## src/rtl/game_sound_sched.sv

```systemverilog
// game_sound_sched
// Shares one speaker pin between four game sound effects (wall bounce, paddle hit, point
// scored, match won). Event strobes are latched as pending bits, granted by fixed priority
// (win > score > hit > wall) and played as a square wave of per-sound pitch and duration,
// followed by a silent gap. Score and win may preempt a lower sound in PLAY or GAP.
//
// Ports:
//   clk, rst        system clock, asynchronous active-high reset
//   en              sound enable; 0 mutes, flushes pending events and idles the FSM
//   wall_evt        one-cycle wall-bounce strobe
//   hit_evt         one-cycle paddle-hit strobe
//   score_evt       one-cycle point strobe
//   win_evt         one-cycle match-won strobe
//   spk             square-wave speaker drive
//   busy            high while playing or in the post-sound gap
//   cur_snd         sound playing: 0 none, 1 wall, 2 hit, 3 score, 4 win
//
// Build option: define SOUND_WIN_MELODY_EN to play the win sound as a three-note rising
// melody; otherwise it is a single tone at twice the score pitch for two score lengths.
module game_sound_sched #(
  parameter int unsigned TICK_DIV   = 25000,
  parameter int unsigned WALL_HALF  = 52083,
  parameter int unsigned HIT_HALF   = 26042,
  parameter int unsigned SCORE_HALF = 12500,
  parameter int unsigned WALL_LEN   = 16,
  parameter int unsigned HIT_LEN    = 16,
  parameter int unsigned SCORE_LEN  = 256,
  parameter int unsigned GAP_LEN    = 20
) (
  input  logic       clk,
  input  logic       rst,
  input  logic       en,
  input  logic       wall_evt,
  input  logic       hit_evt,
  input  logic       score_evt,
  input  logic       win_evt,
  output logic       spk,
  output logic       busy,
  output logic [2:0] cur_snd
);

  localparam logic [2:0] SndNone  = 3'd0;
  localparam logic [2:0] SndWall  = 3'd1;
  localparam logic [2:0] SndHit   = 3'd2;
  localparam logic [2:0] SndScore = 3'd3;
  localparam logic [2:0] SndWin   = 3'd4;

`ifdef SOUND_WIN_MELODY_EN
  localparam int unsigned WinLen   = SCORE_LEN;
  localparam int unsigned WinHalf0 = SCORE_HALF;
  localparam int unsigned WinHalf1 = SCORE_HALF * 3 / 4;
  localparam int unsigned WinHalf2 = SCORE_HALF / 2;
`else
  localparam int unsigned WinLen   = 2 * SCORE_LEN;
  localparam int unsigned WinHalf0 = SCORE_HALF / 2;
`endif

  // Win half-periods never exceed SCORE_HALF, so they do not widen the half counter.
  localparam int unsigned HalfMax0 = (WALL_HALF > HIT_HALF) ? WALL_HALF : HIT_HALF;
  localparam int unsigned HalfMax  = (HalfMax0 > SCORE_HALF) ? HalfMax0 : SCORE_HALF;
  localparam int unsigned LenMax0  = (WALL_LEN > HIT_LEN) ? WALL_LEN : HIT_LEN;
  localparam int unsigned LenMax1  = (LenMax0 > WinLen) ? LenMax0 : WinLen;
  localparam int unsigned LenMax2  = (LenMax1 > SCORE_LEN) ? LenMax1 : SCORE_LEN;
  localparam int unsigned LenMax   = (LenMax2 > GAP_LEN) ? LenMax2 : GAP_LEN;

  localparam int unsigned DivW  = (TICK_DIV > 1) ? $clog2(TICK_DIV) : 1;
  localparam int unsigned HalfW = (HalfMax > 1) ? $clog2(HalfMax) : 1;
  localparam int unsigned LenW  = (LenMax > 1) ? $clog2(LenMax) : 1;

  typedef enum logic [1:0] {StIdle, StPlay, StGap} state_e;

  state_e            state_q, state_d;
  logic [3:0]        pend_q, pend_d;      // {win, score, hit, wall}
  logic [2:0]        snd_q, snd_d;        // last granted sound, kept through GAP for preemption
  logic [DivW-1:0]   div_q, div_d;
  logic [LenW-1:0]   tick_q, tick_d;
  logic [HalfW-1:0]  half_q, half_d;
  logic              spk_q, spk_d;
  logic              busy_q, busy_d;
  logic [2:0]        cur_snd_q, cur_snd_d;
`ifdef SOUND_WIN_MELODY_EN
  logic [1:0]        note_q, note_d;
`endif

  logic [3:0]        evt;
  logic [2:0]        grant_snd;
  logic [3:0]        grant_mask;
  logic              preempt;
  logic              do_grant;
  logic              last_note;
  logic [HalfW-1:0]  half_lim;
  logic [LenW-1:0]   len_lim;
  logic              tick_end;
  logic              dur_done;

  assign evt = {win_evt, score_evt, hit_evt, wall_evt};

  // Highest pending request and its bit.
  always_comb begin
    grant_snd  = SndNone;
    grant_mask = 4'b0000;
    if (pend_q[3]) begin
      grant_snd  = SndWin;
      grant_mask = 4'b1000;
    end else if (pend_q[2]) begin
      grant_snd  = SndScore;
      grant_mask = 4'b0100;
    end else if (pend_q[1]) begin
      grant_snd  = SndHit;
      grant_mask = 4'b0010;
    end else if (pend_q[0]) begin
      grant_snd  = SndWall;
      grant_mask = 4'b0001;
    end
  end

  // Only score and win can abort a lower-priority sound.
  assign preempt = (pend_q[3] && (snd_q != SndWin)) ||
                   (pend_q[2] && (snd_q != SndWin) && (snd_q != SndScore));

`ifdef SOUND_WIN_MELODY_EN
  assign last_note = (snd_q != SndWin) || (note_q == 2'd2);
`else
  assign last_note = 1'b1;
`endif

  // Per-sound pitch and duration limits (both stored as value-1).
  always_comb begin
    half_lim = HalfW'(WALL_HALF - 1);
    len_lim  = LenW'(WALL_LEN - 1);
    case (snd_q)
      SndHit: begin
        half_lim = HalfW'(HIT_HALF - 1);
        len_lim  = LenW'(HIT_LEN - 1);
      end
      SndScore: begin
        half_lim = HalfW'(SCORE_HALF - 1);
        len_lim  = LenW'(SCORE_LEN - 1);
      end
      SndWin: begin
        len_lim = LenW'(WinLen - 1);
`ifdef SOUND_WIN_MELODY_EN
        case (note_q)
          2'd0:    half_lim = HalfW'(WinHalf0 - 1);
          2'd1:    half_lim = HalfW'(WinHalf1 - 1);
          default: half_lim = HalfW'(WinHalf2 - 1);
        endcase
`else
        half_lim = HalfW'(WinHalf0 - 1);
`endif
      end
      default: ;
    endcase
    if (state_q == StGap) begin
      len_lim = LenW'(GAP_LEN - 1);
    end
  end

  assign tick_end = (div_q == DivW'(TICK_DIV - 1));
  assign dur_done = tick_end && (tick_q == len_lim);

  // State register.
  always_ff @(posedge clk or posedge rst) begin
    if (rst) begin
      state_q <= StIdle;
    end else begin
      state_q <= state_d;
    end
  end

  // Next-state logic.
  always_comb begin
    state_d  = state_q;
    do_grant = 1'b0;
    if (!en) begin
      state_d = StIdle;
    end else begin
      unique case (state_q)
        StIdle: begin
          if (|pend_q) begin
            state_d  = StPlay;
            do_grant = 1'b1;
          end
        end
        StPlay: begin
          if (preempt) begin
            do_grant = 1'b1;
          end else if (dur_done && last_note) begin
            state_d = StGap;
          end
        end
        StGap: begin
          if (preempt) begin
            state_d  = StPlay;
            do_grant = 1'b1;
          end else if (dur_done) begin
            state_d = StIdle;
          end
        end
        default: state_d = StIdle;
      endcase
    end
  end

  // Output and datapath next-state logic.
  always_comb begin
    // A strobe in the same cycle as its grant re-arms the bit.
    pend_d    = en ? ((pend_q & ~(do_grant ? grant_mask : 4'b0000)) | evt) : 4'b0000;
    snd_d     = snd_q;
    div_d     = div_q;
    tick_d    = tick_q;
    half_d    = half_q;
    spk_d     = spk_q;
    busy_d    = busy_q;
    cur_snd_d = cur_snd_q;
`ifdef SOUND_WIN_MELODY_EN
    note_d    = note_q;
`endif
    if (!en) begin
      snd_d     = SndNone;
      div_d     = '0;
      tick_d    = '0;
      half_d    = '0;
      spk_d     = 1'b0;
      busy_d    = 1'b0;
      cur_snd_d = SndNone;
`ifdef SOUND_WIN_MELODY_EN
      note_d    = 2'd0;
`endif
    end else if (do_grant) begin
      snd_d     = grant_snd;
      cur_snd_d = grant_snd;
      div_d     = '0;
      tick_d    = '0;
      half_d    = '0;
      spk_d     = 1'b1;
      busy_d    = 1'b1;
`ifdef SOUND_WIN_MELODY_EN
      note_d    = 2'd0;
`endif
    end else if (state_q == StPlay) begin
      if (dur_done) begin
        div_d  = '0;
        tick_d = '0;
        half_d = '0;
        if (last_note) begin
          spk_d     = 1'b0;
          cur_snd_d = SndNone;
        end else begin
          // Next melody note starts on a fresh high phase.
          spk_d = 1'b1;
`ifdef SOUND_WIN_MELODY_EN
          note_d = note_q + 2'd1;
`endif
        end
      end else begin
        if (tick_end) begin
          div_d  = '0;
          tick_d = tick_q + LenW'(1);
        end else begin
          div_d = div_q + DivW'(1);
        end
        if (half_q == half_lim) begin
          half_d = '0;
          spk_d  = ~spk_q;
        end else begin
          half_d = half_q + HalfW'(1);
        end
      end
    end else if (state_q == StGap) begin
      if (dur_done) begin
        div_d  = '0;
        tick_d = '0;
        busy_d = 1'b0;
      end else if (tick_end) begin
        div_d  = '0;
        tick_d = tick_q + LenW'(1);
      end else begin
        div_d = div_q + DivW'(1);
      end
    end
  end

  always_ff @(posedge clk or posedge rst) begin
    if (rst) begin
      pend_q    <= 4'b0000;
      snd_q     <= SndNone;
      div_q     <= '0;
      tick_q    <= '0;
      half_q    <= '0;
      spk_q     <= 1'b0;
      busy_q    <= 1'b0;
      cur_snd_q <= SndNone;
`ifdef SOUND_WIN_MELODY_EN
      note_q    <= 2'd0;
`endif
    end else begin
      pend_q    <= pend_d;
      snd_q     <= snd_d;
      div_q     <= div_d;
      tick_q    <= tick_d;
      half_q    <= half_d;
      spk_q     <= spk_d;
      busy_q    <= busy_d;
      cur_snd_q <= cur_snd_d;
`ifdef SOUND_WIN_MELODY_EN
      note_q    <= note_d;
`endif
    end
  end

  assign spk     = spk_q;
  assign busy    = busy_q;
  assign cur_snd = cur_snd_q;

endmodule
```

## config.mk

```make
export PLATFORM = sky130hd
export DESIGN_NAME = game_sound_sched
export DESIGN_NICKNAME = d
export VERILOG_FILES = /design/src/rtl/game_sound_sched.sv
export SDC_FILE = /design/constraint.sdc
export NUM_CORES = 1
export LEC_CHECK = 0
export CORE_ASPECT_RATIO = 1.25
export CORE_MARGIN = 2
export CORE_UTILIZATION = 35
export CTS_CLUSTER_DIAMETER = 60
export CTS_CLUSTER_SIZE = 10
export DETAILED_ROUTE_END_ITERATION = 8
export SYNTH_ARGS = -nofsm -noshare
export SYNTH_HDL_FRONTEND = slang
export SYNTH_SLANG_ARGS = --single-unit
```

## constraint.sdc

```tcl
create_clock -name clk -period 2.5 [get_ports clk]
set_clock_uncertainty 0.2 [all_clocks]
set_input_delay 0.5 -clock clk [delete_from_list [all_inputs] [get_ports clk]]
set_output_delay 0.5 -clock clk [all_outputs]
set_load 0.05 [all_outputs]
```

Word-level counts from Yosys, hierarchy flattened
Cells that the tools add are included.

cells by class
  $add $sub $neg = 3
  multipliers = 0
  div/mod/pow operators = 0
  order comparisons = 0
  equality and inequality tests = 21
  shifts and indexed selects = 0
  multiplexer cells = 57
  bitwise logic cells = 4
  reduce and logical (&&, ||, !) cells = 12

operators with widths
  kind                                                                     number
  15-bit 2-to-1 mux                                                        6
  16-bit 2-to-1 mux                                                        5
  9-bit 2-to-1 mux                                                         7
  16-bit one-hot mux with 3 select lines                                   1
  3-bit 2-to-1 mux                                                         8
  2-bit 2-to-1 mux                                                         9
  9-bit one-hot mux with 2 select lines                                    1
  16-bit by 1-bit adder with 16-bit output, second input constant          1
  16-bit equality test                                                     1
  15-bit by 1-bit adder with 15-bit output, second input constant          1
  15-bit equality test, second input constant                              1
  1-bit 2-to-1 mux                                                         15
  3-bit inequality test, second input constant                             5
  4-bit 2-to-1 mux                                                         3
  9-bit by 1-bit adder with 9-bit output, second input constant            1
  9-bit equality test                                                      1
  3-bit by 1-bit inequality test with 1-bit output, second input constant  3
  4-bit by 1-bit inequality test with 1-bit output, second input constant  2
  3-bit by 2-bit equality test with 1-bit output, second input constant    2
  2-bit one-hot mux with 3 select lines                                    1
  4-bit AND                                                                1
  1-bit logical AND                                                        4
  4-bit inequality test, second input constant                             1
  4-bit inverter                                                           1
  other kinds (15)                                                         16

storage, ports and cells
  flip-flop bits (word level) = 54
  latch bits = 0
  RAM bits = 0
  ROM bits = 0
  input bits = 7
  output and inout bits = 5
  word-level logic and storage cells = 106
  memories kept = 0

Logic depth before layout (Yosys ltp)
Gate-level depths: netlist (run 1).

  depth in word-level cells = 12
  mapped depth = 11
  mapped depth without buffers = 9

Worst setup path before layout (run 1)
No wires, ideal clock.

  path type = reg2reg
  start = register state_q[0]
  end = register pend_q[0]
  setup time = 0.122 ns
  arrival time = 2.369 ns
  data required time = 2.178 ns
  setup slack = -0.192 ns
  cell stages (with the launch flop) = 12
  buffers on the path = 2
  clock period less this slack = 2.692 ns
  cells stage by stage = dfrtp_1 inv_1 ha_1 clkbuf_2 nand2b_1 nor4_4 nor2_1 or3_1 clkbuf_1 or3_1 a21oi_1 nor2_1

between the ends
  word-level cells in the longest chain between the ends = 9
  elaborated cells on any way between the ends = 11
  those cells by class = eq/ne (2); mux (4); bitwise (3); reduce/logical (2)

RTL lines
  item                                                                                   line  source
  start: declaration                                                                     72    state_e state_q, state_d;
  start signal: assignment                                                               165   state_q <= StIdle;
  start signal: assignment                                                               167   state_q <= state_d;
  2-bit equality test or 2-bit by 1-bit equality test with 1-bit output (tied branches)  178   unique case (state_q)
  2-bit OR reduction (no line)                                                           -
  1-bit one-hot mux with 2 select lines *                                                178
  1-bit 2-to-1 mux *                                                                     175   if (!en) begin
  4-bit 2-to-1 mux *                                                                     208   pend_d = en ? ((pend_q & ~(do_grant ? grant_mask : 4'b0000)) | evt) : 4'b0000;
  4-bit inverter *                                                                       208
  4-bit AND *                                                                            208
  4-bit OR *                                                                             208
  4-bit 2-to-1 mux *                                                                     208
  named net pend_d[0]                                                                    73    logic [3:0] pend_q, pend_d;
  end signal: assignment                                                                 298   pend_q <= pend_d;
  end: declaration                                                                       73

The timed path passes the listed nets; every way through them passes the cells marked *.
A chain may end at the register's enable or synchronous reset.

Worst setup path after layout (run 1)
  start = register state_q[1]
  end = register pend_q[0]

The elaborated chain is that of the path after synthesis.

==> flow_metrics.py, run 1 <==
metrics = {
    "timing": {
        "rsz0062_at_grt": "yes",
        "finalSetupViolations": 1,
        "fin_tns_setup_ns": -0.0174,
        "hold_slack_ns": 0.312,
        "period_share": 1.01,
        "relSlewSlack": 0.663,
        "period_needed_ns": 2.52,
        "finalWorstSetupSlack_ns": -0.0174,
        "fmax_mhz": 397,
        "hold_viol": 0,
        "tightest_slew_ns": 0.504,
        "slew_viol_final": 0,
    },
    "die": {
        "die_h_um": 112,
        "die_w_um": 90.3,
        "rows": 39,
        "io_pins": 12,
        "start_util": 0.359,
        "dieArea_um2": 10100,
        "fp.coreArea_um2": 9080,
    },
    "global_routing": {
        "grt_max_degree": 55,
        "antenna_found_initial": 0,
        "overflow": 0,
        "grt_pass1_vias": 2889,
        "globalRouteTotalUtil": 0.166,
        "grt_first_pass_wirelength_um": 13700,
    },
    "route": {
        "postRouteAntennaNets": 0,
        "drt_wl_total_um": 8080,
        "wl_met3_um": 238,
        "via_per_inst": 5.35,
        "dr.pass1.iters": 5,
        "dr.max_layer_used": "met4",
        "wl_met2_um": 3970,
        "drc_errors": 0,
        "post_drt_wl_per_cell_um": 14.7,
        "drt-met1-wl_um": 3710,
        "dr_total_vias": 2948,
        "dr.first_iter.drc_count": 160,
    },
    "power_and_ir_drop": {
        "combPwrFrac": 0.417,
        "switching_share": 0.357,
        "ir_worst_vdd_mv": 0.438,
        "p_switching_mw": 1.13,
        "clockPowerShare": 0.251,
        "p_leak_nw": 1.68,
        "p_seq_frac": 0.332,
        "internal_power_mw": 2.03,
        "p_per_area_nw_per_um2": 758,
    },
    "cells_and_area": {
        "syn_to_final_growth_pct": 28.0,
        "layout-drive-gt1-share": 0.238,
        "insertedDiodeCount": 0,
        "finalNetCount": 442,
    },
    "logic_synthesis": {
        "avgSynthCellArea_um2": 8.87,
        "synthFlopType": "dfrtp_1",
        "ys.warnings.count": 0,
        "synth_nets": 382,
        "syn_area_um2": 3260,
        "yosys.cell_count.top_type": "dfrtp_1",
        "ys_types": 58,
        "ys_seq_area_frac": 0.415,
        "yosys_register_bits": 54,
        "syn_inst": 367,
        "synth_area_leader_cell": "dfrtp_1",
        "synth_edf_count": 0,
        "synth_top_cell_area_share": 0.415,
        "synth_common_cells": "dfrtp_1, nand2_1, nor2_1",
        "synth_area_leaders": "dfrtp_1, nand2_1, nand3_1",
        "synth-async-reset-ratio": 1.00,
    },
    "cts": {
        "cts_buffers": 5,
        "clkTransAtPathRegs_ns": 0.07,
        "htreeDepth": 2,
        "cts_tree": "yes",
        "hold_buffers": 0,
        "clock-root-buffer": "clkbuf_16",
        "ctsLongestPathBuffers": 2,
        "clock_sinks": 54,
        "worstSkewPairLatency_ns": 0.30,
    },
    "hold_path": {
        "min_path_type": "reg2reg",
    },
    "placed_design": {
        "dp_hpwl_um": 5840,
        "gp_congestion": 0.869,
        "port_buffers": 11,
    },
    "setup_path": {
        "crit_path_start_kind": "flip-flop",
        "end_kind": "flip-flop",
        "cp_data_required_time_ns": 2.50,
        "cp_slowest_cell": "dfrtp_2",
        "cp_max_fo": 4,
        "path_class": "reg2reg",
        "cpPeakStageDelay_ns": 0.43,
        "worstPathCellList": "inv_4 > ha_4 > nand2b_4 > nor4_4 > buf_4 > nor2_2 > or3_4 > or3_1 > a21oi_2 > nor2_1",
        "critical_path_arrival_ns": 2.51,
    },
    "outcome": {
        "violations": "setup timing",
        "status": "finished with violations",
    },
    "flow_run": {
        "cap_violations": 0,
    },
}
[critical path: cells and delay by family, from the launching register on]
| kind | cells | cell delay (ns) |
|---|---|---|
| buf+inv | 2 | 0.22 |
| fa+ha+maj | 1 | 0.28 |
| simple gates | 6 | 1.14 |
| compound gates | 1 | 0.14 |
| flops | 1 | 0.43 |
[power groups by stage]
stage	Sequential [mW]	Clock [mW]	Combinational (mW)
floorplan	1.12	0	0.637
global placement	1.05	0	1.11
detailed placement	1.06	0	1.12
CTS	1.04	0.809	1.14
global route	1.06	0.844	1.44
finish	1.05	0.794	1.32
[state kept, by name, indices dropped and copies added (netlist names)]
signal	cells
busy	1
cur_snd	3
div_q	15
half_q	16
pend_q	4
snd_q	3
spk	1
state_q	2
tick_q	9
[per-layer routing]
layer  vias up  global-route usage
met5         -                   0
met4         0              0.0626
met3        13              0.0257
met2        43               0.283
met1      1432               0.212
li1       1460                   -
[metrics by stage]
stage	total power, mW	instances	worst slack [ns]	utilization	area (µm²)
after global placement	2.17	532	0.0241	0.418	3800
after floorplan	1.76	367	-0.0123	-	3280
after CTS	2.98	541	0.0123	0.437	3970
final	3.16	551	-0.0174	0.459	4170
after global routing	3.34	551	-0.112	0.459	4170
after detailed placement	2.18	532	-0.0133	0.418	3800
[path summary, 6_finish.rpt]
path                                              from                endpoint  slack (ns)  depth (start not counted)
worst max register to register  state_q[1]$_DFFE_PP0P_     pend_q[0]$_DFF_PP0_       -0.02                         10
min in group asynchronous                          rst     pend_q[1]$_DFF_PP0_        0.37                          3
max in group asynchronous                          rst  state_q[1]$_DFFE_PP0P_        1.48                          3
worst min-delay path            cur_snd[0]$_DFFE_PP0P_  cur_snd[0]$_DFFE_PP0P_        0.31                          2
worst min register to register  cur_snd[0]$_DFFE_PP0P_  cur_snd[0]$_DFFE_PP0P_        0.31                          2
worst max-delay path            state_q[1]$_DFFE_PP0P_     pend_q[0]$_DFF_PP0_       -0.02                         10
[logic make-up after synthesis]
logic type	share of synthesized area
compound gates	0.182
fa+ha+maj	0.0307
flops	0.415
buf+inv	0.0476
simple gates	0.279
mux	0.00307
xor+xnor	0.0430
[final cells by class]
cell class / instances / area, µm²
clock buffer: 7 / 133
clock inverter: 1 / 30.0
fill: 895 / 4910
timing repair buffer: 67 / 574
inverter: 19 / 73.8
tap: 123 / 154
multi-input combinational: 280 / 1850
sequential: 54 / 1350
[repair_timing]
item                                   CTS  global route
gates resized for setup                  1            31
setup endpoints to repair                4            36
gates cloned                             0             0
pin swaps                                1             8
endpoints found under the hold margin    0             0
buffers inserted                         1            10
[cell usage in the layout (no fill, tap or decap), drive strengths merged, types with 3 or more instances in the layout]
cell / instances
o22ai: 5
or3: 5
nand2b: 7
inv: 19
xor2: 12
buf: 56
clkbuf: 7
and3: 7
dfrtp: 54
nand3b: 4
a21oi: 23
nor4: 3
nor3: 11
nand4b: 3
and4: 3
o21ai: 24
nand2: 40
nor4b: 3
ha: 8
xnor2: 4
o211ai: 5
nand4: 12
or2: 3
nor2: 33
o31ai: 5
a31oi: 4
o311ai: 5
clkdlybuf4s50: 11
nand3: 25
(Power assumes the default switching activity.)
==> run 2: changes to the inputs <==
- CORE_UTILIZATION: 35 -> 55
- PLACE_DENSITY: default -> 0.76
- REMOVE_ABC_BUFFERS: default -> 1
==> run 2 against run 1 <==
Compared with the run above:
- the run still ends with setup timing left
- die area down 35%
- global-route usage grew 8.7 points
- clock power down 35%
- sequential share of layout area rose by 1.6 points
- final cell count down 11%
- sequential power about the same
- largest cell class unchanged
- critical path type unchanged
- wire length barely moved
- critical path depth shrank 1
- highest routed layer unchanged
- clock-buffer cell count unchanged
- combinational power shrank 8%
==> flow_metrics.py, run 2 (synthesis results as in run 1) <==
metrics = {
    "outcome": {
        "status": "finished with violations",
        "violations": "setup timing",
    },
    "route": {
        "dr.first_iter.drc_count": 197,
        "drt_wl_total_um": 8080,
        "dr.pass1.iters": 5,
        "dr_total_vias": 3038,
        "post_drt_wl_per_cell_um": 16.6,
        "via_per_inst": 6.23,
        "drc_errors": 0,
        "postRouteAntennaNets": 0,
    },
    "timing": {
        "rsz0062_at_grt": "yes",
        "relSlewSlack": 0.614,
        "fmax_mhz": 387,
        "hold_viol": 0,
        "tightest_slew_ns": 0.579,
        "period_needed_ns": 2.58,
        "finalSetupViolations": 14,
        "slew_viol_final": 0,
        "fin_tns_setup_ns": -0.641,
        "finalWorstSetupSlack_ns": -0.0832,
        "period_share": 1.03,
    },
    "setup_path": {
        "cp_max_fo": 8,
        "path_buf_inv": 2,
        "cp_slowest_cell": "or4_4",
        "cp_data_required_time_ns": 2.49,
        "path_delay_family": "simple AND/OR/NAND/NOR gates",
        "worstPathCellList": "and2b_2 > buf_6 > o21ai_2 > nor4_2 > o21ai_1 > or4_4 > buf_8 > a31oi_2 > o22ai_1",
        "path_class": "reg2reg",
        "end_kind": "flip-flop",
        "critical_path_arrival_ns": 2.58,
        "crit_path_start_kind": "flip-flop",
        "cpPeakStageDelay_ns": 0.59,
    },
    "cells_and_area": {
        "syn_to_final_growth_pct": 22.1,
        "layout-drive-gt1-share": 0.227,
        "final_common_cell": "dfrtp_1",
        "finalNetCount": 436,
        "regMostFlops": "half_q",
        "largest_reg_flops": 16,
        "insertedDiodeCount": 0,
        "final_cell_mix": "dfrtp_1, buf_4, nand2_1, nor2_1, nand3_1",
        "fin_util": 0.692,
        "final_cell_count_no_fill": 488,
        "largestRegisters": "half_q x16, div_q x15, tick_q x9",
    },
    "global_routing": {
        "grt.met3_usage": 0.0482,
        "grt_max_degree": 27,
        "grt_pass1_vias": 2948,
        "use_met1": 0.311,
        "grt-busiest-layer": "met2",
        "antenna_found_initial": 0,
        "globalRouteTotalUtil": 0.253,
        "grt_first_pass_wirelength_um": 13300,
        "grt.met2_usage": 0.430,
        "overflow": 0,
    },
    "die": {
        "io_pins": 12,
        "rows": 31,
        "dieArea_um2": 6560,
        "fp.coreArea_um2": 5740,
        "start_util": 0.567,
        "die_h_um": 90.0,
        "die_w_um": 72.8,
    },
    "power_and_ir_drop": {
        "p_leak_nw": 1.63,
        "ir_worst_vdd_mv": 0.683,
        "p_per_area_nw_per_um2": 700,
    },
    "cts": {
        "htreeDepth": 2,
        "cts_buffers": 5,
        "hold_buffers": 0,
        "clock-root-buffer": "clkbuf_8",
        "clock_sinks": 54,
        "clkTransAtPathRegs_ns": 0.10,
        "cts_tree": "yes",
        "ctsLongestPathBuffers": 2,
        "worstSkewPairLatency_ns": 0.31,
    },
    "placed_design": {
        "placedCellCount": 471,
        "port_buffers": 11,
        "gp_congestion": 0.861,
        "dp_hpwl_um": 5690,
    },
    "hold_path": {
        "min_path_type": "reg2reg",
    },
    "flow_run": {
        "cap_violations": 0,
    },
}
## run 2: changes by cell type in the layout (fill, tap and decap cells not counted), moves of 2 or more
cell       before  now
o21ai_0        19   15
inv_1          16   18
clkbuf_16       5    0
clkbuf_8        0    6
ha_1            5    8
nor3_2          0    2
ha_4            2    0
nor3_1         11    9
buf_4          49   44
o21ai_1         4    7
## run 2: worst reg2reg max path, cell delays in order, from the launching register on
cell and delay (ns):
dfrtp_1 0.40, and2b_2 0.26, buf_6 0.12, o21ai_2 0.05, nor4_2 0.31, o21ai_1 0.11
or4_4 0.59, buf_8 0.17, a31oi_2 0.16, o22ai_1 0.11
## run 2: per-layer routing
metal  wire length (µm)  vias to the layer above
met1               3330                     1460
met3                331                       28
met2               4140                      109
met4                279                        0
met5                  0                        -
li1                   -                     1441
## run 2: area by class of cell
| class | instances | area [µm²] |
|---|---|---|
| clock buffer | 7 | 86.3 |
| fill | 447 | 1770 |
| tap | 66 | 82.6 |
| sequential | 54 | 1350 |
| timing repair buffer | 61 | 520 |
| multi-input combinational | 280 | 1850 |
| clock inverter | 1 | 8.76 |
| inverter | 19 | 71.3 |
## run 2: worst paths after layout
path	start	endpoint	slack [ns]	cells after the start
max	snd_q[2]$_DFFE_PP0P_	half_q[10]$_DFFE_PP0P_	-0.08	9
min in group asynchronous	rst	half_q[11]$_DFFE_PP0P_	0.36	2
max reg2reg	snd_q[2]$_DFFE_PP0P_	half_q[10]$_DFFE_PP0P_	-0.08	9
max in group asynchronous	rst	tick_q[6]$_DFFE_PP0P_	1.20	3
min	tick_q[7]$_DFFE_PP0P_	tick_q[7]$_DFFE_PP0P_	0.33	1
min reg2reg	tick_q[7]$_DFFE_PP0P_	tick_q[7]$_DFFE_PP0P_	0.33	1
## run 2: stage by stage
| stage | total power [mW] | setup WS (ns) | hold slack [ns] | instance area, µm² |
|---|---|---|---|---|
| CTS | 2.68 | 0.000539 | 0.318 | 3830 |
| global placement | 2.12 | -0.00852 | 0.301 | 3690 |
| global route | 2.92 | -0.140 | 0.365 | 3980 |
| floorplan | 1.68 | -0.221 | 0.275 | 3170 |
| finish | 2.78 | -0.0832 | 0.330 | 3980 |
| detailed placement | 2.15 | -0.0758 | 0.303 | 3690 |
## run 2: what timing repair did
action | in CTS | in global routing
gates resized for setup | 2 | 35
endpoints found under the setup margin | 12 | 29
pin swaps | 1 | 13
setup buffers | 6 | 3
cloned | 0 | 0
## run 2: report_power, final
| group | switching (mW) | internal [mW] |
|---|---|---|
| clock network | 0.289 | 0.230 |
| registers | 0.0890 | 0.951 |
| logic | 0.703 | 0.518 |
==> run 3: changes to the inputs <==
- SKIP_CTS_REPAIR_TIMING: default -> 1
==> run 3 against run 2 <==
Compared with the run above:
- the run now ends clean
- maximum frequency rose by 3.9%
- combinational power fell by 5%
- non-clock buffer count fell by 5
- hold slack got worse by 0.012 ns
- clock-buffer cell count did not move
- flip-flop and latch count did not move
- highest routed layer unchanged
==> flow_metrics.py, run 3 (synthesis results as in run 1) <==
metrics = {
    "placed_design": {
        "port_buffers": 11,
        "dp_hpwl_um": 5690,
        "placement.cell_area_um2": 3690,
        "placedCellCount": 471,
        "gp_congestion": 0.861,
        "place_ws_ns": -0.0758,
    },
    "global_routing": {
        "grt_first_pass_wirelength_um": 13100,
        "grt.met3_usage": 0.0504,
        "overflow": 0,
        "grt-busiest-layer": "met2",
        "grt_pass1_vias": 2936,
        "globalRouteTotalUtil": 0.249,
        "grt_max_degree": 27,
        "use_met1": 0.303,
        "grt.met2_usage": 0.417,
        "antenna_found_initial": 0,
    },
    "timing": {
        "hold_viol": 0,
        "finalSetupViolations": 0,
        "period_share": 0.994,
        "fmax_mhz": 402,
        "hold_slack_ns": 0.318,
        "period_needed_ns": 2.49,
        "slew_viol_final": 0,
        "finalWorstSetupSlack_ns": 0.0138,
        "tightest_slew_ns": 0.580,
        "relSlewSlack": 0.613,
        "rsz0062_at_grt": "yes",
    },
    "setup_path": {
        "worst-r2r-setup-slack_ns": 0.01,
        "end_kind": "flip-flop",
        "path_class": "reg2reg",
        "crit_path_start_kind": "flip-flop",
        "critical_path_arrival_ns": 2.47,
        "cp_data_required_time_ns": 2.48,
        "cp_max_fo": 8,
    },
    "cells_and_area": {
        "multiInputGateArea_um2": 1800,
        "regMostFlops": "half_q",
        "largestRegisters": "half_q x16, div_q x15, tick_q x9",
        "n_fill_cell": 470,
        "finalNetCount": 431,
        "final_area_um2": 3880,
        "final_common_cell": "dfrtp_1",
        "register_area_um2": 1350,
        "insertedDiodeCount": 0,
        "final_cell_count_no_fill": 483,
        "largest_reg_flops": 16,
        "syn_to_final_growth_pct": 19.2,
        "layout-drive-gt1-share": 0.194,
        "final_cell_mix": "dfrtp_1, buf_4, nand2_1, nor2_1, nand3_1",
    },
    "power_and_ir_drop": {
        "finalPower_mw": 2.72,
        "p_per_area_nw_per_um2": 700,
        "ir_worst_vdd_mv": 0.657,
        "p_leak_nw": 1.59,
    },
    "route": {
        "via_per_inst": 6.12,
        "dr.first_iter.drc_count": 141,
        "postRouteAntennaNets": 0,
        "drt_wl_total_um": 7880,
        "post_drt_wl_per_cell_um": 16.3,
        "dr.pass1.iters": 4,
        "dr_total_vias": 2954,
        "drc_errors": 0,
    },
    "cts": {
        "clock-root-buffer": "clkbuf_8",
        "ctsLongestPathBuffers": 2,
        "worstSkewPairLatency_ns": 0.31,
        "clock_sinks": 54,
        "htreeDepth": 2,
        "cts_buffers": 5,
        "cts_tree": "yes",
        "clkTransAtPathRegs_ns": 0.10,
    },
    "hold_path": {
        "min_path_type": "reg2reg",
    },
    "die": {
        "io_pins": 12,
        "dieArea_um2": 6560,
        "rows": 31,
        "fp.coreArea_um2": 5740,
        "die_h_um": 90.0,
        "die_w_um": 72.8,
        "start_util": 0.567,
    },
    "flow_run": {
        "cap_violations": 0,
    },
    "outcome": {
        "status": "finished, final reports clean",
    },
}
==> run 3: cell count changes in the layout (fill, tap and decap cells not counted), moves of 2 or more <==
cell,delta
nor3_2,-2
o21ai_1,-2
nor3_1,+2
o21ai_2,-2
o21ai_0,+4
buf_4,-4
==> run 3: per-layer routing <==
layer  vias to the layer above  part of all wire  routed length, µm
met5                         -                 0                  0
met4                         0             0.026                204
met3                        23             0.042                331
met2                        85              0.51               4000
met1                      1412              0.42               3350
li1                       1434                 -                  -
==> run 3: path summary, 6_finish.rpt <==
path / cells past startpoint / start / endpoint
worst min-delay path: 1 / tick_q[7]$_DFFE_PP0P_ / tick_q[7]$_DFFE_PP0P_
worst max register to register: 10 / snd_q[2]$_DFFE_PP0P_ / half_q[1]$_DFFE_PP0P_
worst min register to register: 1 / tick_q[7]$_DFFE_PP0P_ / tick_q[7]$_DFFE_PP0P_
min in group asynchronous: 2 / rst / half_q[8]$_DFFE_PP0P_
max in group asynchronous: 3 / rst / tick_q[6]$_DFFE_PP0P_
worst max-delay path: 10 / snd_q[2]$_DFFE_PP0P_ / half_q[1]$_DFFE_PP0P_
==> run 3: where the power goes <==
| group | switching [mW] | total (mW) | internal (mW) |
|---|---|---|---|
| registers | 0.0919 | 1.04 | 0.952 |
| clock network | 0.285 | 0.514 | 0.230 |
| logic | 0.672 | 1.16 | 0.486 |
| total | 1.05 | 2.72 | 1.67 |
==> run 3: worst max-delay path: stages, from the launching register on <==
cell and delay, ns:
dfrtp_1 0.43, and2b_2 0.29, buf_4 0.12, a22oi_1 0.05
nor3_1 0.16, o211ai_1 0.13, or4_4 0.55, buf_8 0.17
nand2_4 0.07, buf_6 0.10, o21ai_0 0.09
==> run 3: final cells by class <==
| type | count | share of cell area |
|---|---|---|
| clock buffers | 7 | 0.0222 |
| clock inverters | 1 | 0.00226 |
| inverters | 19 | 0.0184 |
| flip-flops and latches | 54 | 0.349 |
| repair buffers | 56 | 0.123 |
| well taps | 66 | 0.0213 |
| multi-input cells | 280 | 0.464 |
==> run 3: metrics by stage <==
stage	setup TNS [ns]	utilization
floorplan	-1.41	-
global placement	-0.0163	0.642
detailed placement	-0.386	0.642
CTS	-0.470	0.659
global route	-0.150	0.676
finish	0	0.676
==> RTL edit 1: new RTL, config.mk and constraints of run 2 <==
Re-encode `state_e` (3 states) as one-hot, 3 bits wide.
--- a/src/rtl/game_sound_sched.sv
+++ b/src/rtl/game_sound_sched.sv
@@ -69,3 +69,3 @@
 
-  typedef enum logic [1:0] {StIdle, StPlay, StGap} state_e;
+  typedef enum logic [2:0] {StIdle = 3'b001, StPlay = 3'b010, StGap = 3'b100} state_e;
 
Formal check against the unedited RTL: same outputs for any inputs over 10 cycles, from zero or initial values and one cycle with rst high; not proved beyond that.
==> RTL edit 1 against run 2 <==
The flow still finishes with violations (setup timing). Sequential cell count rose by 1. Design area rose by 3.8%. Synthesized area rose by 3.5%. Critical path depth rose by 1. Worst setup slack improved by 0.077 ns. Clock power fell by 4.2%. Fmax rose by 3.1%. Hold slack got worse by 0.034 ns. Routed wire length rose by 2.4%. Power fell by 20%. Critical path type unchanged. Largest power group is now sequential cells. Highest routed layer unchanged.
==> RTL edit 1: results (changes against run 2) <==
{
  "cts.htree.levels": {"value": 2, "change": "unchanged"},
  "postSynth.asyncResetShare": {"value": 100.0, "unit": "%", "change": "unchanged"},
  "gp_congestion": {"value": 0.8699, "change": "+1.0%"},
  "worstHoldStart": {"value": "cur_snd[0]"},
  "met3RoutedLength": {"value": 265, "unit": "um", "change": "-20%"},
  "routed-via-count": {"value": 3141, "change": "+3.4%"},
  "wl_met2": {"value": 4269, "unit": "um", "change": "+3.1%"},
  "worst_slack": {"value": -0.006179, "unit": "ns", "change": "+0.07703 ns"},
  "top_layer": {"value": "met4"},
  "grt_start_max_net_pins": {"value": 23, "change": "-15%"},
  "synthTopCellsByArea": {"value": "dfrtp_1 (40%), nor2_1 (5.0%), nand2_1 (4.1%)"},
  "synthTopCellsByCount": {"value": "dfrtp_1 (54), nor2_1 (45), nand2_1 (37)"},
  "cpMaxStageDelayCell": {"value": "dfrtp_2"},
  "drc_markers": {"value": 0, "change": "unchanged"},
  "reg2regPathDepth": {"value": 10, "change": "+1"},
  "post_route_cells_drive_above_1_share": {"value": 23.64, "unit": "%", "change": "+0.89 points"},
  "wirelength": {"value": 8275, "unit": "um", "change": "+2.4%"},
  "cp_max_fo": {"value": 11, "change": "+3"},
  "ir_worst_vdd": {"value": 0.0003402, "unit": "V", "change": "-50%"},
  "crit_path_end": {"value": "half_q[8]"},
  "drt-initial-drc-count": {"value": 130, "change": "-34%"},
  "critical-path-top-delay-family": {"value": "compound AO/OA/AOI/OAI gates"},
  "met1Wirelength": {"value": 3595, "unit": "um", "change": "+8.0%"},
  "outcome": {"value": "complete, but fails checks"},
  "power_leakage": {"value": 1.799, "unit": "nW", "change": "+10%"},
  "grtUsageTotal": {"value": 25.75, "unit": "%", "change": "+0.43 points"},
  "ys_seq_area_share": {"value": 40.88, "unit": "%", "change": "-0.61 points"},
  "num-nets-final": {"value": 449, "change": "+3.0%"},
  "count_of_unique_library_cells_instantiated_by_yosys": {"value": 59, "change": "+1.7%"},
  "worstPathArrival": {"value": 2.51, "unit": "ns", "change": "-0.07 ns"},
  "timing.final.setup_violations": {"value": 2, "change": "-12"},
  "detailedRoute.firstPassIterationCount": {"value": 4, "change": "-1"},
  "total_switching_power": {"value": 0.7678, "unit": "mW", "change": "-29%"},
  "failing_checks": {"value": "setup timing"},
  "timing.critical_path.slowest_cell_delay": {"value": 0.45, "unit": "ns", "change": "-0.14 ns"},
  "grt_first_pass_wirelength": {"value": 14060, "unit": "um", "change": "+6.1%"}
}
==> RTL edit 1: final cells by class <==
cell class              instances  area (um^2)  area share [%]
repair buffers                 66        546.8           13.25
well taps                      82        102.6           2.487
clock buffers                   6        72.57           1.759
clock inverters                 2        12.51          0.3033
inverters                       9        33.78          0.8189
flip-flops and latches         55         1381           33.48
multi-input cells             302         1976           47.89
==> RTL edit 1: timing repair <==
| item | 4_1_cts | 5_1_grt |
|---|---|---|
| gates resized for setup | 15 | 21 |
| hold buffers | 0 | 0 |
| endpoints found under the setup margin | 41 | 47 |
| buffers inserted | 2 | 2 |
| pin swaps | 5 | 7 |
==> RTL edit 1: stage by stage <==
stage / util (%) / cells / setup TNS, ns / area, um^2 / setup slack, ns
CTS: 68.70 / 520 / -0.02520 / 4024 / -0.02520
global route: 70.43 / 522 / -0.8019 / 4125 / -0.06529
detailed placement: 66.08 / 510 / -1.129 / 3870 / -0.1206
global placement: 66.08 / 510 / -0.05049 / 3870 / -0.03887
floorplan: - / 366 / -4.904 / 3262 / -0.2955
finish: 70.43 / 522 / -0.008721 / 4125 / -0.006179
==> RTL edit 1: power groups by stage <==
stage               Combinational (mW)  Clock (mW)  Sequential [mW]
detailed placement               0.665           0             1.01
global placement                 0.653           0             1.01
global route                     0.794       0.546             1.01
finish                           0.735       0.497             1.00
floorplan                        0.302           0             1.10
CTS                              0.694       0.506             1.00
==> RTL edit 1: worst min-delay path by stage <==
stage	endpoint	slack, ns	depth (start not counted)
6_report	cur_snd[0]	0.30	1
5_1_grt	cur_snd[0]	0.33	1
4_1_cts	cur_snd[0]	0.30	1
3_5_place_dp	cur_snd[0]	0.27	1
3_3_place_gp	cur_snd[0]	0.27	1
2_1_floorplan	tick_q[1]	0.28	2
==> RTL edit 1: kinds of logic (layout without fill, tap and decap cells) <==
family | after synthesis | in the layout | share of synthesized area [%]
buffers and inverters | 27 | 83 | 4.196
adder cells (fa/ha/maj) | 3 | 3 | 1.114
multiplexers | 3 | 3 | 1.003
AO/OA/AOI/OAI | 92 | 92 | 19.05
flip-flops | 55 | 55 | 40.88
AND/OR/NAND/NOR | 191 | 191 | 30.37
XOR/XNOR | 13 | 13 | 3.379
==> RTL edit 1: routing by layer <==
metal / up-vias / global-route usage (%)
met2: 67 / 44.49
met3: 15 / 3.885
met4: 0 / 7.424
met5: - / 0
li1: 1517 / -
met1: 1542 / 32.53
